File: config.mk
export PLATFORM = sky130hd
export DESIGN_NAME = ssd_scan_driver
export DESIGN_NICKNAME = d
export VERILOG_FILES = /design/src/rtl/ssd_pkg.sv /design/src/rtl/ssd_hex_font.sv /design/src/rtl/ssd_scan_driver.sv
export SDC_FILE = /design/constraint.sdc
export NUM_CORES = 1
export LEC_CHECK = 0
export BUFFER_PORTS_ARGS = -buffer_cell sky130_fd_sc_hd__buf_2
export CORE_MARGIN = 2
export CORE_UTILIZATION = 53
export CTS_BUF_LIST = sky130_fd_sc_hd__clkbuf_4
export DETAILED_ROUTE_END_ITERATION = 16
export PLACE_DENSITY_LB_ADDON = 0.08
export SLEW_MARGIN = 40
export SYNTH_ARGS = -nofsm -noshare
export SYNTH_HDL_FRONTEND = slang
export SYNTH_SLANG_ARGS = --single-unit
File: constraint.sdc
create_clock -name clk -period 2.66 [get_ports clk]
set_input_delay 0 -clock clk [delete_from_list [all_inputs] [get_ports clk]]
set_output_delay 0 -clock clk [all_outputs]
set_load 0.03 [all_outputs]
File: src/rtl/ssd_pkg.sv
// Shared seven-segment constants ({g,f,e,d,c,b,a}, active-high) and pin polarity helper.
package ssd_pkg;

  localparam logic [6:0] SEG_0   = 7'h3F;
  localparam logic [6:0] SEG_1   = 7'h06;
  localparam logic [6:0] SEG_2   = 7'h5B;
  localparam logic [6:0] SEG_3   = 7'h4F;
  localparam logic [6:0] SEG_4   = 7'h66;
  localparam logic [6:0] SEG_5   = 7'h6D;
  localparam logic [6:0] SEG_6   = 7'h7D;
  localparam logic [6:0] SEG_7   = 7'h07;
  localparam logic [6:0] SEG_8   = 7'h7F;
  localparam logic [6:0] SEG_9   = 7'h6F;
  localparam logic [6:0] SEG_A   = 7'h77;
  localparam logic [6:0] SEG_B   = 7'h7C;
  localparam logic [6:0] SEG_C   = 7'h39;
  localparam logic [6:0] SEG_D   = 7'h5E;
  localparam logic [6:0] SEG_E   = 7'h79;
  localparam logic [6:0] SEG_F   = 7'h71;
  localparam logic [6:0] SEG_OFF = 7'h00;

  // Maps an active-high {dp, seg} pattern onto the board pin polarity.
  function automatic logic [7:0] apply_pol(input logic [7:0] pins, input logic active_low);
    return active_low ? ~pins : pins;
  endfunction

endpackage

File: src/rtl/ssd_hex_font.sv
// Combinational hex nibble to active-high segment pattern (b and d lowercase).
module ssd_hex_font
  import ssd_pkg::*;
(
  input  logic [3:0] nibble,
  output logic [6:0] seg
);

  always_comb begin
    seg = SEG_OFF;
    case (nibble)
      4'h0: seg = SEG_0;
      4'h1: seg = SEG_1;
      4'h2: seg = SEG_2;
      4'h3: seg = SEG_3;
      4'h4: seg = SEG_4;
      4'h5: seg = SEG_5;
      4'h6: seg = SEG_6;
      4'h7: seg = SEG_7;
      4'h8: seg = SEG_8;
      4'h9: seg = SEG_9;
      4'hA: seg = SEG_A;
      4'hB: seg = SEG_B;
      4'hC: seg = SEG_C;
      4'hD: seg = SEG_D;
      4'hE: seg = SEG_E;
      4'hF: seg = SEG_F;
    endcase
  end

endmodule

File: src/rtl/ssd_scan_driver.sv
// N-digit multiplexed seven-segment driver: shadow/active frame buffering, PWM brightness,
// leading-zero blanking; pins are registered one cycle after the scan state.
module ssd_scan_driver
  import ssd_pkg::*;
#(
  parameter int N_DIGITS   = 4,
  parameter int SUB_DIV    = 3125,
  parameter int ACTIVE_LOW = 1
) (
  input  logic                  clk,
  input  logic                  rst,
  input  logic                  enable,
  input  logic                  load,
  input  logic [4*N_DIGITS-1:0] value,
  input  logic [N_DIGITS-1:0]   dp_in,
  input  logic                  blank_lz,
  input  logic [4:0]            duty,
  output logic [N_DIGITS-1:0]   an,
  output logic [6:0]            seg,
  output logic                  dp,
  output logic                  frame_tick
);

  localparam int PS_W = (SUB_DIV > 1) ? $clog2(SUB_DIV) : 1;
  localparam int IDX_W = (N_DIGITS > 1) ? $clog2(N_DIGITS) : 1;
  localparam bit POL_LOW = (ACTIVE_LOW != 0);
  localparam logic [N_DIGITS-1:0] AN_IDLE = POL_LOW ? '1 : '0;

  logic [PS_W-1:0]       presc_q, presc_d;
  logic [3:0]            phase_q, phase_d;
  logic [IDX_W-1:0]      index_q, index_d;
  logic [4*N_DIGITS-1:0] shadow_val_q, shadow_val_d, active_val_q, active_val_d;
  logic [N_DIGITS-1:0]   shadow_dp_q, shadow_dp_d, active_dp_q, active_dp_d;
  logic                  pending_q, pending_d;
  logic                  frame_tick_q, frame_tick_d;
  logic [N_DIGITS-1:0]   an_q, an_d;
  logic [6:0]            seg_q, seg_d;
  logic                  dp_q, dp_d;

  logic                  sub_tick, slot_end, frame_wrap;
  logic [3:0]            cur_nibble;
  logic [6:0]            font_seg;

  ssd_hex_font u_font (
    .nibble (cur_nibble),
    .seg    (font_seg)
  );

  always_comb begin
    presc_d  = presc_q;
    phase_d  = phase_q;
    index_d  = index_q;
    sub_tick   = enable && (presc_q == PS_W'(SUB_DIV - 1));
    slot_end   = sub_tick && (phase_q == 4'hF);
    frame_wrap = slot_end && (index_q == IDX_W'(N_DIGITS - 1));
    if (enable) presc_d = sub_tick ? '0 : presc_q + 1'b1;
    if (sub_tick) phase_d = phase_q + 1'b1;
    if (slot_end) index_d = frame_wrap ? '0 : index_q + 1'b1;
    frame_tick_d = frame_wrap;
  end

  // A load coinciding with the frame boundary lands in shadow and waits for the next frame.
  always_comb begin
    shadow_val_d = load ? value : shadow_val_q;
    shadow_dp_d  = load ? dp_in : shadow_dp_q;
    pending_d    = load | (pending_q & ~frame_wrap);
    active_val_d = (frame_wrap && pending_q) ? shadow_val_q : active_val_q;
    active_dp_d  = (frame_wrap && pending_q) ? shadow_dp_q : active_dp_q;
  end

  logic [4:0]          duty_eff;
  logic                lit, blank, dp_bit, zero_run;
  logic [N_DIGITS-1:0] upper_zero, an_raw;
  logic [6:0]          seg_raw;

  always_comb begin
    duty_eff   = (duty > 5'd16) ? 5'd16 : duty;
    lit        = enable && ({1'b0, phase_q} < duty_eff);
    zero_run   = 1'b1;
    upper_zero = '0;
    for (int i = N_DIGITS - 1; i >= 0; i--) begin
      zero_run      = zero_run && (active_val_q[4*i +: 4] == 4'h0);
      upper_zero[i] = zero_run;
    end
    cur_nibble = 4'h0;
    dp_bit     = 1'b0;
    blank      = 1'b0;
    for (int i = 0; i < N_DIGITS; i++) begin
      if (index_q == IDX_W'(i)) begin
        cur_nibble = active_val_q[4*i +: 4];
        dp_bit     = active_dp_q[i];
        blank      = blank_lz && (i != 0) && upper_zero[i];
      end
    end
    an_raw = '0;
    for (int i = 0; i < N_DIGITS; i++) begin
      if (index_q == IDX_W'(i) && lit && (!blank || dp_bit)) an_raw[i] = 1'b1;
    end
    seg_raw       = (lit && !blank) ? font_seg : SEG_OFF;
    an_d          = an_raw ^ AN_IDLE;
    {dp_d, seg_d} = apply_pol({lit && dp_bit, seg_raw}, POL_LOW);
  end

  always_ff @(posedge clk) begin
    if (rst) begin
      presc_q       <= '0;
      phase_q       <= '0;
      index_q       <= '0;
      shadow_val_q  <= '0;
      shadow_dp_q   <= '0;
      active_val_q  <= '0;
      active_dp_q   <= '0;
      pending_q     <= 1'b0;
      frame_tick_q  <= 1'b0;
      an_q          <= AN_IDLE;
      {dp_q, seg_q} <= apply_pol({1'b0, SEG_OFF}, POL_LOW);
    end else begin
      presc_q       <= presc_d;
      phase_q       <= phase_d;
      index_q       <= index_d;
      shadow_val_q  <= shadow_val_d;
      shadow_dp_q   <= shadow_dp_d;
      active_val_q  <= active_val_d;
      active_dp_q   <= active_dp_d;
      pending_q     <= pending_d;
      frame_tick_q  <= frame_tick_d;
      an_q          <= an_d;
      seg_q         <= seg_d;
      dp_q          <= dp_d;
    end
  end

  assign an         = an_q;
  assign seg        = seg_q;
  assign dp         = dp_q;
  assign frame_tick = frame_tick_q;

endmodule

**Yosys cells after proc, flatten, opt, wreduce, memory -nomap -nowiden**

Memories as Yosys holds them, arrays and structs flattened.
Index checks and enable logic that the tools add are counted.

- Add/subtract/negate cells: 3
- Order comparisons: 2
- Equal/unequal tests: 5
- Mux-type cells: 19
- Bitwise logic cells: 5
- Reductions and logical operators: 26

Operators with widths:

| kind | count |
|---|---|
| $logic_and 1x1->1 | 20 |
| $mux 4 | 4 |
| $add 12x1->12 const B | 1 |
| $eq 12x12->1 const B | 1 |
| $logic_not 4->1 | 3 |
| $mux 12 | 1 |
| $mux 1 | 11 |
| $not 8->8 | 1 |
| $mux 7 | 1 |
| $gt 5x5->1 const B | 1 |
| $lt 4x5->1 | 1 |
| $mux 5 | 1 |
| $add 4x1->4 const B | 1 |
| $eq 2x2->1 const B | 2 |
| $eq 4x4->1 const B | 1 |
| $not 4->4 | 1 |
| $add 2x1->2 const B | 1 |
| $eq 2x1->1 const B | 1 |
| $logic_not 2->1 | 1 |
| $mux 2 | 1 |
| $and 1x1->1 | 1 |
| $logic_not 1->1 | 1 |
| $logic_or 1x1->1 | 1 |
| $not 1->1 | 1 |
| $or 1x1->1 | 1 |

- Register bits after elaboration: 72
- Memory bits (read-only): 112
- Input bits: 30
- Output and inout port bits: 13
- Logic and storage cells: 73
- Memories: 1

Memory list:

| name | depth | width | read ports | clocked after memory_dff | write ports | RTL line | text |
|---|---|---|---|---|---|---|---|
| (no name shown) | 16 | 7 | 1 | 0 | 0 | ssd_hex_font.sv:11 | `case (nibble)` |

**Depth between registers and ports, before layout**

Gate-level depths: netlist of the first run.

- Word-level depth: 12
- Depth in mapped cells: 12

**Hierarchy**

From an unflattened synthesis of the first run, not the netlist that was laid out.

- Cell total of the unflattened synthesis: 382
- Area total of the unflattened synthesis: 3423.3 um^2

Modules (own cells, without submodules):

| module | times used | cells an instance | area an instance (um^2) |
|---|---|---|---|
| ssd_scan_driver | 1 | 349 | 3135.5 |
| ssd_hex_font | 1 | 33 | 287.8 |

**Worst setup path after synthesis of the first run**

Ideal clock, no wire load.

- Path type: flip-flop to flip-flop
- Start point: reg index_q[0]
- End point: reg seg_q[3], in the netlist seg[3]
- Arrival time: 1.850 ns
- Setup slack: 0.670 ns
- Stages on the path, launching flop included: 10
- Path buffers: 0
- Clock period less this slack: 1.990 ns
- Cell sequence: dfxtp_1 -> inv_1 -> ha_1 -> nor2b_1 -> a221oi_1 -> o21a_1 -> inv_1 -> ha_1 -> o211ai_1 -> o211ai_1

- Word-level cells in the longest chain between the ends: 8
- Elaborated cells between the ends (all ways): 16
- Classes of those cells: eq/ne (3); mux (8); bitwise (1); reduce/logical (3); memory (1)

Ends and longest elaborated chain:

| element | RTL line | text |
|---|---|---|
| from (decl) | ssd_scan_driver.sv:31 | `logic [IDX_W-1:0] index_q, index_d;` |
| from (signal assigned) | ssd_scan_driver.sv:120 | `index_q <= index_d;` |
| $logic_not 2->1 / $eq 2x1->1 (equally long branches) | ssd_scan_driver.sv:89 | `if (index_q == IDX_W'(i)) begin` |
| $mux 4 / $mux 1 (equally long branches) (3 in a row) | ssd_scan_driver.sv:89 |  |
| $mux 4 / $logic_not 1->1 (equally long branches) | ssd_scan_driver.sv:89, ssd_scan_driver.sv:99 |  |
| $mem_v2 16x7 / $logic_and 1x1->1 (equally long branches) | - |  |
| $mux 7 * | ssd_scan_driver.sv:99 | `seg_raw = (lit && !blank) ? font_seg : SEG_OFF;` |
| $not 8->8 * | ssd_pkg.sv:24 | `return active_low ? ~pins : pins;` |
| to (signal assigned) | ssd_scan_driver.sv:116 | `{dp_q, seg_q} <= apply_pol({1'b0, SEG_OFF}, POL_LOW);` |
| to (signal assigned) | ssd_scan_driver.sv:128 | `seg_q <= seg_d;` |
| to (decl) | ssd_scan_driver.sv:37 | `logic [6:0] seg_q, seg_d;` |

Mark *: on every way between the ends. The rest lies on a longest branch, timed or not.
A chain may end at the register's enable or synchronous reset.

**Worst setup path in the final report of the first run**

- Start point: reg phase_q[3]
- End point: reg an_q[3], in the netlist an[3]

- Word-level cells in the longest chain between the ends: 6

Ends and longest elaborated chain:

| element | RTL line | text |
|---|---|---|
| from (decl) | ssd_scan_driver.sv:30 | `logic [3:0] phase_q, phase_d;` |
| from (signal assigned) | ssd_scan_driver.sv:119 | `phase_q <= phase_d;` |
| $lt 4x5->1 | ssd_scan_driver.sv:78 | `lit = enable && ({1'b0, phase_q} < duty_eff);` |
| $logic_and 1x1->1 | ssd_scan_driver.sv:78 |  |
| $logic_and 1x1->1 (2 in a row) | ssd_scan_driver.sv:97 | `if (index_q == IDX_W'(i) && lit && (!blank \|\| dp_bit)) an_raw[i] = 1'b1;` |
| $mux 1 | ssd_scan_driver.sv:97 |  |
| $not 4->4 (no line) | - |  |
| to (signal assigned) | ssd_scan_driver.sv:127 | `an_q <= an_d;` |
| to (decl) | ssd_scan_driver.sv:36 | `logic [N_DIGITS-1:0] an_q, an_d;` |

Every way passes these cells.

==> results.cfg, run 1 <==
[worst_setup_path]
end_kind = register
timing.reg2reg.setup_slack_ps = 290
cp_max_fo = 4
worstRegToRegCells = 7
r2r-start = phase_q[3]
path_class = register to register
required_ps = 2970
arrival_ps = 2680
cp-start-kind = register
reg2reg_to = an[3]

[route]
wl_met3_um = 251
route.met2.wl_um = 2590
drc = 0
final_antenna_net_count = 0
met1Wirelength_um = 3320
dr.pass1.iters = 4
drt_iter0_drc = 181
top_layer = met4
wl_per_cell_um = 12.9
routed_wl_um = 6220
vias = 2506
routed_via_density = 5.20

[logic_synthesis]
netlist_top_cells_count = 72 x dfxtp_1, 65 x nor2_1, 45 x mux2i_1, 20 x nand2_1, 16 x ha_1
synth_warnings = 0
yosys-top-cells-area = dfxtp_1 44%, mux2i_1 14%, nor2_1 7.4%, ha_1 6.1%, nand2_1 2.3%
synth_top_cell_by_area = dfxtp_1
synth_area_um2 = 3280
synth_edf_count = 0
synthArstFlopShare = 0
synth_most_common_cell = dfxtp_1
yosysSeqAreaShare = 0.440
syn_area_per_cell_um2 = 9.69
syn_inst = 338
ys_seq_elements = 72
synthFlopType = dfxtp_1
ys_types = 47
synth_top_area_frac = 0.440
synth_nets = 384

[floorplan]
dieArea_um2 = 6830
core_um2 = 5960
die_x_um = 82.6
pin_count = 43
initial_core_util = 0.550
placementRows = 28
fp.dieH_um = 82.6

[timing]
relSlewSlack = 0.590
tightest_slew_ps = 616
hold_viol = 0
period_share = 0.890
fin_crit_ps = 2370
skew_ps = 8.59
rsz0062_at_grt = no
finalSetupViolations = 0
setup-tns-final_ps = 0
drv_slew = 0
max_freq_ghz = 0.422

[cts]
cts_resized = 0
ctsLongestPathBuffers = 2
cts_tree = yes
numCtsBuffers = 9
insertion_delay_ps = 410
clkTransAtPathRegs_ps = 120
root_buffer = clkbuf_4
post-cts-setup-buffers = 0
cts.htree.levels = 3
cts_hold_buf = 25
clock_sinks = 72

[hold_path]
hp-class = input port to register
whs_endpoint = dp
min_from = duty[0]
min_path_cells = 5

[finish]
final_util = 0.654
multi_input_area_um2 = 1670
area_growth_syn_to_layout_pct = 18.8
drive_gt1_frac = 0.174
insertedDiodeCount = 0
regArea_um2 = 1440
fillers = 500
final_nets = 448

[power_and_ir_drop]
leakage_nw = 1.77
p_per_area_nw_per_um2 = 525
peakVddDrop_uv = 364

[global_route]
grt_max_degree = 52
grt_first_pass_wirelength_um = 10600
grt_pass1_vias = 2277
antenna_found_initial = 0
grt_overflow = 0
gr-usage-all-layers = 0.204

[placed_design]
place_hpwl_um = 4260
place.gp.congestion = 0.839
place.port_buffers = 42

[run_status]
outcome = completed

[job]
cap_violations = 0
-- stage by stage --
stage               area, um^2  power [W]  cells  hold slack (ps)  setup WS [ps]
global placement          3480    0.00126    441              232            529
detailed placement        3480    0.00126    441              241            404
finish                    3890    0.00204    482             50.1            291
global route              3890    0.00213    482             84.9            139
CTS                       3890    0.00206    482             33.7            284
floorplan                 3280    0.00123    338              147            670
-- worst max-delay path, stage by stage (launching register included) --
cell           delay (ps)
dfxtp_1               370
ha_1                  210
nand2b_1               80
nand3b_1               70
dlygate4sd3_1         550
a21oi_1               280
o211ai_1              130
dlygate4sd3_1         570
-- cells in the final DEF, fill, tap and decap left out, types with 3 or more instances in the layout --
cell type / count
mux2i_1: 45
nand3_1: 8
o211ai_1: 3
o21a_1: 3
nor2_1: 65
clkbuf_4: 9
o221ai_1: 3
xnor2_1: 6
nor3b_1: 3
inv_1: 10
buf_2: 42
a21oi_1: 6
nand3b_1: 4
ha_1: 16
nand2_1: 20
nand2b_1: 5
and3_1: 3
dlygate4sd3_1: 25
buf_4: 4
nand4_1: 5
dfxtp_1: 72
nor3_1: 3
clkinvlp_4: 3
nor2b_1: 4
xor2_1: 7
-- sequential cells by signal (all words and copies together) (netlist names) --
register and flops:
presc_q 12, pending_q 1, index_q 2, seg 7
frame_tick 1, phase_q 4, active_dp_q 4, dp 1
shadow_dp_q 4, active_val_q 16, shadow_val_q 16, an 4
-- how the worst max path moves through the flow --
stage / start / slack (ps) / cells past startpoint / endpoint
after global routing: phase_q[3] / 140 / 7 / an[3]
after CTS: phase_q[3] / 280 / 7 / an[3]
after floorplan: index_q[0] / 670 / 9 / seg[3]
after detailed placement: index_q[0] / 400 / 9 / seg[3]
after global placement: index_q[0] / 530 / 9 / seg[3]
final: phase_q[3] / 290 / 7 / an[3]
-- cell families (layout without fill, tap and decap cells) --
kind of cell,after synthesis,after routing,synth area share
flip-flops,72,72,0.440
multiplexers,46,46,0.141
XOR/XNOR,13,13,0.0348
buffers and inverters,28,97,0.0516
adder cells (fa/ha/maj),16,16,0.0611
AO/OA/AOI/OAI,32,32,0.0775
AND/OR/NAND/NOR,131,131,0.194
-- power breakdown --
part | switching, W | internal (W) | leakage (nW)
registers | 0.0000146 | 0.00111 | 0.587
logic | 0.0000710 | 0.0000755 | 1.10
clock network | 0.000397 | 0.000380 | 0.0781
-- layer usage --
layer / vias up / global-route usage
li1: 1302 / -
met1: 1148 / 0.300
met2: 48 / 0.285
met3: 8 / 0.0554
met4: 0 / 0.0689
met5: - / 0
-- layout make-up --
class                           count  share of cell area
Clock buffer                        9              0.0174
Clock inverter                      7              0.0248
Inverter                           10             0.00964
Multi-Input combinational cell    238               0.428
Sequential cell                    72               0.370
Tap cell                           75              0.0241
Timing Repair Buffer               71               0.126
(Power assumes the default switching activity.)
==> run 2, diff against run 1 <==
--- a/config.mk
+++ b/config.mk
@@ -10,7 +10,7 @@
 export CORE_UTILIZATION = 53
 export CTS_BUF_LIST = sky130_fd_sc_hd__clkbuf_4
 export DETAILED_ROUTE_END_ITERATION = 16
-export PLACE_DENSITY_LB_ADDON = 0.08
+export PLACE_DENSITY = 0.74
 export SLEW_MARGIN = 40
 export SYNTH_ARGS = -nofsm -noshare
 export SYNTH_HDL_FRONTEND = slang
==> run 2 against run 1 <==
  * Flip-flop and latch count did not move
  * Via count barely moved
  * Die area did not move
  * Final cell count fell by 0.21%
  * Critical path depth did not move
  * Highest routed layer unchanged
  * First-iteration DRC count fell by 17%
  * Sequential share of layout area rose by 0.071 points
  * Clock power barely moved
  * Non-clock buffer count fell by 1
  * Clock skew rose by 4.7 ps
==> results.cfg, run 2 (synthesized netlist as in run 1, its figures left out) <==
[finish]
drive_gt1_frac = 0.172
insertedDiodeCount = 0
mostFrequentLayoutCells = 72 x dfxtp_1, 65 x nor2_1, 45 x mux2i_1, 42 x buf_2, 25 x dlygate4sd3_1
mostFrequentLayoutCell = dfxtp_1
final_nets = 447
area_growth_syn_to_layout_pct = 18.6
top_regs = active_val_q: 16 flops, shadow_val_q: 16 flops, presc_q: 12 flops

[placed_design]
place_hpwl_um = 4200
place.port_buffers = 42
place.gp.congestion = 0.831

[worst_setup_path]
reg2reg_to = an[3]
arrival_ps = 2740
timing.reg2reg.setup_slack_ps = 230
path_class = register to register
cp-start-kind = register
worstRegToRegCells = 7
cp_max_fo = 4
r2r-start = phase_q[3]
cp_common_cell = dlygate4sd3_1
path_cells = ha_1 -> nand2b_1 -> nand3b_1 -> dlygate4sd3_1 -> a21oi_1 -> o211ai_1 -> dlygate4sd3_1
crit_start = phase_q[3]
slowest_delay_ps = 590
required_ps = 2980
crit_buf_inv = 2
slowest_stage = dlygate4sd3_1
end_kind = register
critPathTopFamily = buffers and inverters

[cts]
ctsLongestPathBuffers = 2
cts_hold_buf = 25
root_buffer = clkbuf_4
clock_sinks = 72
post-cts-setup-buffers = 0
insertion_delay_ps = 420
cts_tree = yes
cts.htree.levels = 3
cts_resized = 0
numCtsBuffers = 9
clkTransAtPathRegs_ps = 120

[route]
drt_iter0_drc = 150
dr.pass1.iters = 5
routed_wl_um = 6230
routed_via_density = 5.21
drc = 0
vias = 2507
wl_per_cell_um = 12.9
final_antenna_net_count = 0

[global_route]
gr-usage-all-layers = 0.200
grt_max_degree = 52
grt_first_pass_wirelength_um = 10400
grt_overflow = 0
antenna_found_initial = 0
grt_pass1_vias = 2352

[timing]
period_share = 0.912
rsz0062_at_grt = no
fin_crit_ps = 2430
max_freq_ghz = 0.412
finalSetupViolations = 0
setup-tns-final_ps = 0
tightest_slew_ps = 638
skew_ps = 13.3
hold_viol = 0
drv_slew = 0
relSlewSlack = 0.575

[power_and_ir_drop]
power.total_w = 0.00204
peakVddDrop_uv = 350
leakage_nw = 1.76
p_per_area_nw_per_um2 = 526

[hold_path]
min_from = duty[0]
min_path_cells = 5
hp-class = input port to register
whs_endpoint = dp

[job]
cap_violations = 0

[floorplan]
initial_core_util = 0.550
pin_count = 43
dieArea_um2 = 6830
placementRows = 28
fp.dieH_um = 82.6
die_x_um = 82.6
core_um2 = 5960

[run_status]
outcome = completed
[run 2: changes by cell type in the layout (fill, tap and decap cells not counted), sizes merged]
cell,previous run,this run
buf,46,45
[run 2: area by class of cell]
type                       instances  area [um^2]
fill                             501         2070
multi-input combinational        238         1670
sequential                        72         1440
timing repair buffer              70          483
clock inverter                     7         96.3
tap                               75         93.8
clock buffer                       9         67.6
inverter                          10         37.5
[run 2: report_power, final]
| part | total, W | switching [W] | internal, W |
|---|---|---|---|
| Clock | 0.000776 | 0.000396 | 0.000380 |
| Combinational | 0.000146 | 0.0000710 | 0.0000755 |
| Sequential | 0.00112 | 0.0000148 | 0.00111 |
| Total | 0.00204 | 0.000482 | 0.00156 |
[run 2: worst max path at each step]
stage,endpoint,cells past startpoint
after detailed placement,seg[3],8
after CTS,an[3],7
after global placement,seg[3],8
after global routing,seg[5],8
after floorplan,seg[3],9
final,an[3],7
[run 2: worst min-delay path: cells and delay by family]
| kind | cells | cell delay, ps |
|---|---|---|
| AOI/OAI and AO/OA | 2 | 240 |
| buffers and inverters | 1 | 90 |
| and+or+nand+nor | 2 | 120 |
[run 2: metal layers]
layer,routed length (um),vias up,share of wire,global-route usage
met4,104,0,0.017,0.105
met5,0,-,0,0
met1,2990,1141,0.48,0.258
met2,2860,58,0.46,0.304
li1,-,1298,-,-
met3,266,10,0.043,0.0554
[run 2: metrics by stage]
stage	area (um^2)	util	setup WS, ps	cells	hold WS, ps
after floorplan	3280	-	670	338	147
after global placement	3470	0.583	501	440	234
after detailed placement	3470	0.583	376	440	241
after CTS	3880	0.652	260	481	27.6
after global routing	3880	0.652	65.9	481	94.7
final	3880	0.652	233	481	57.9
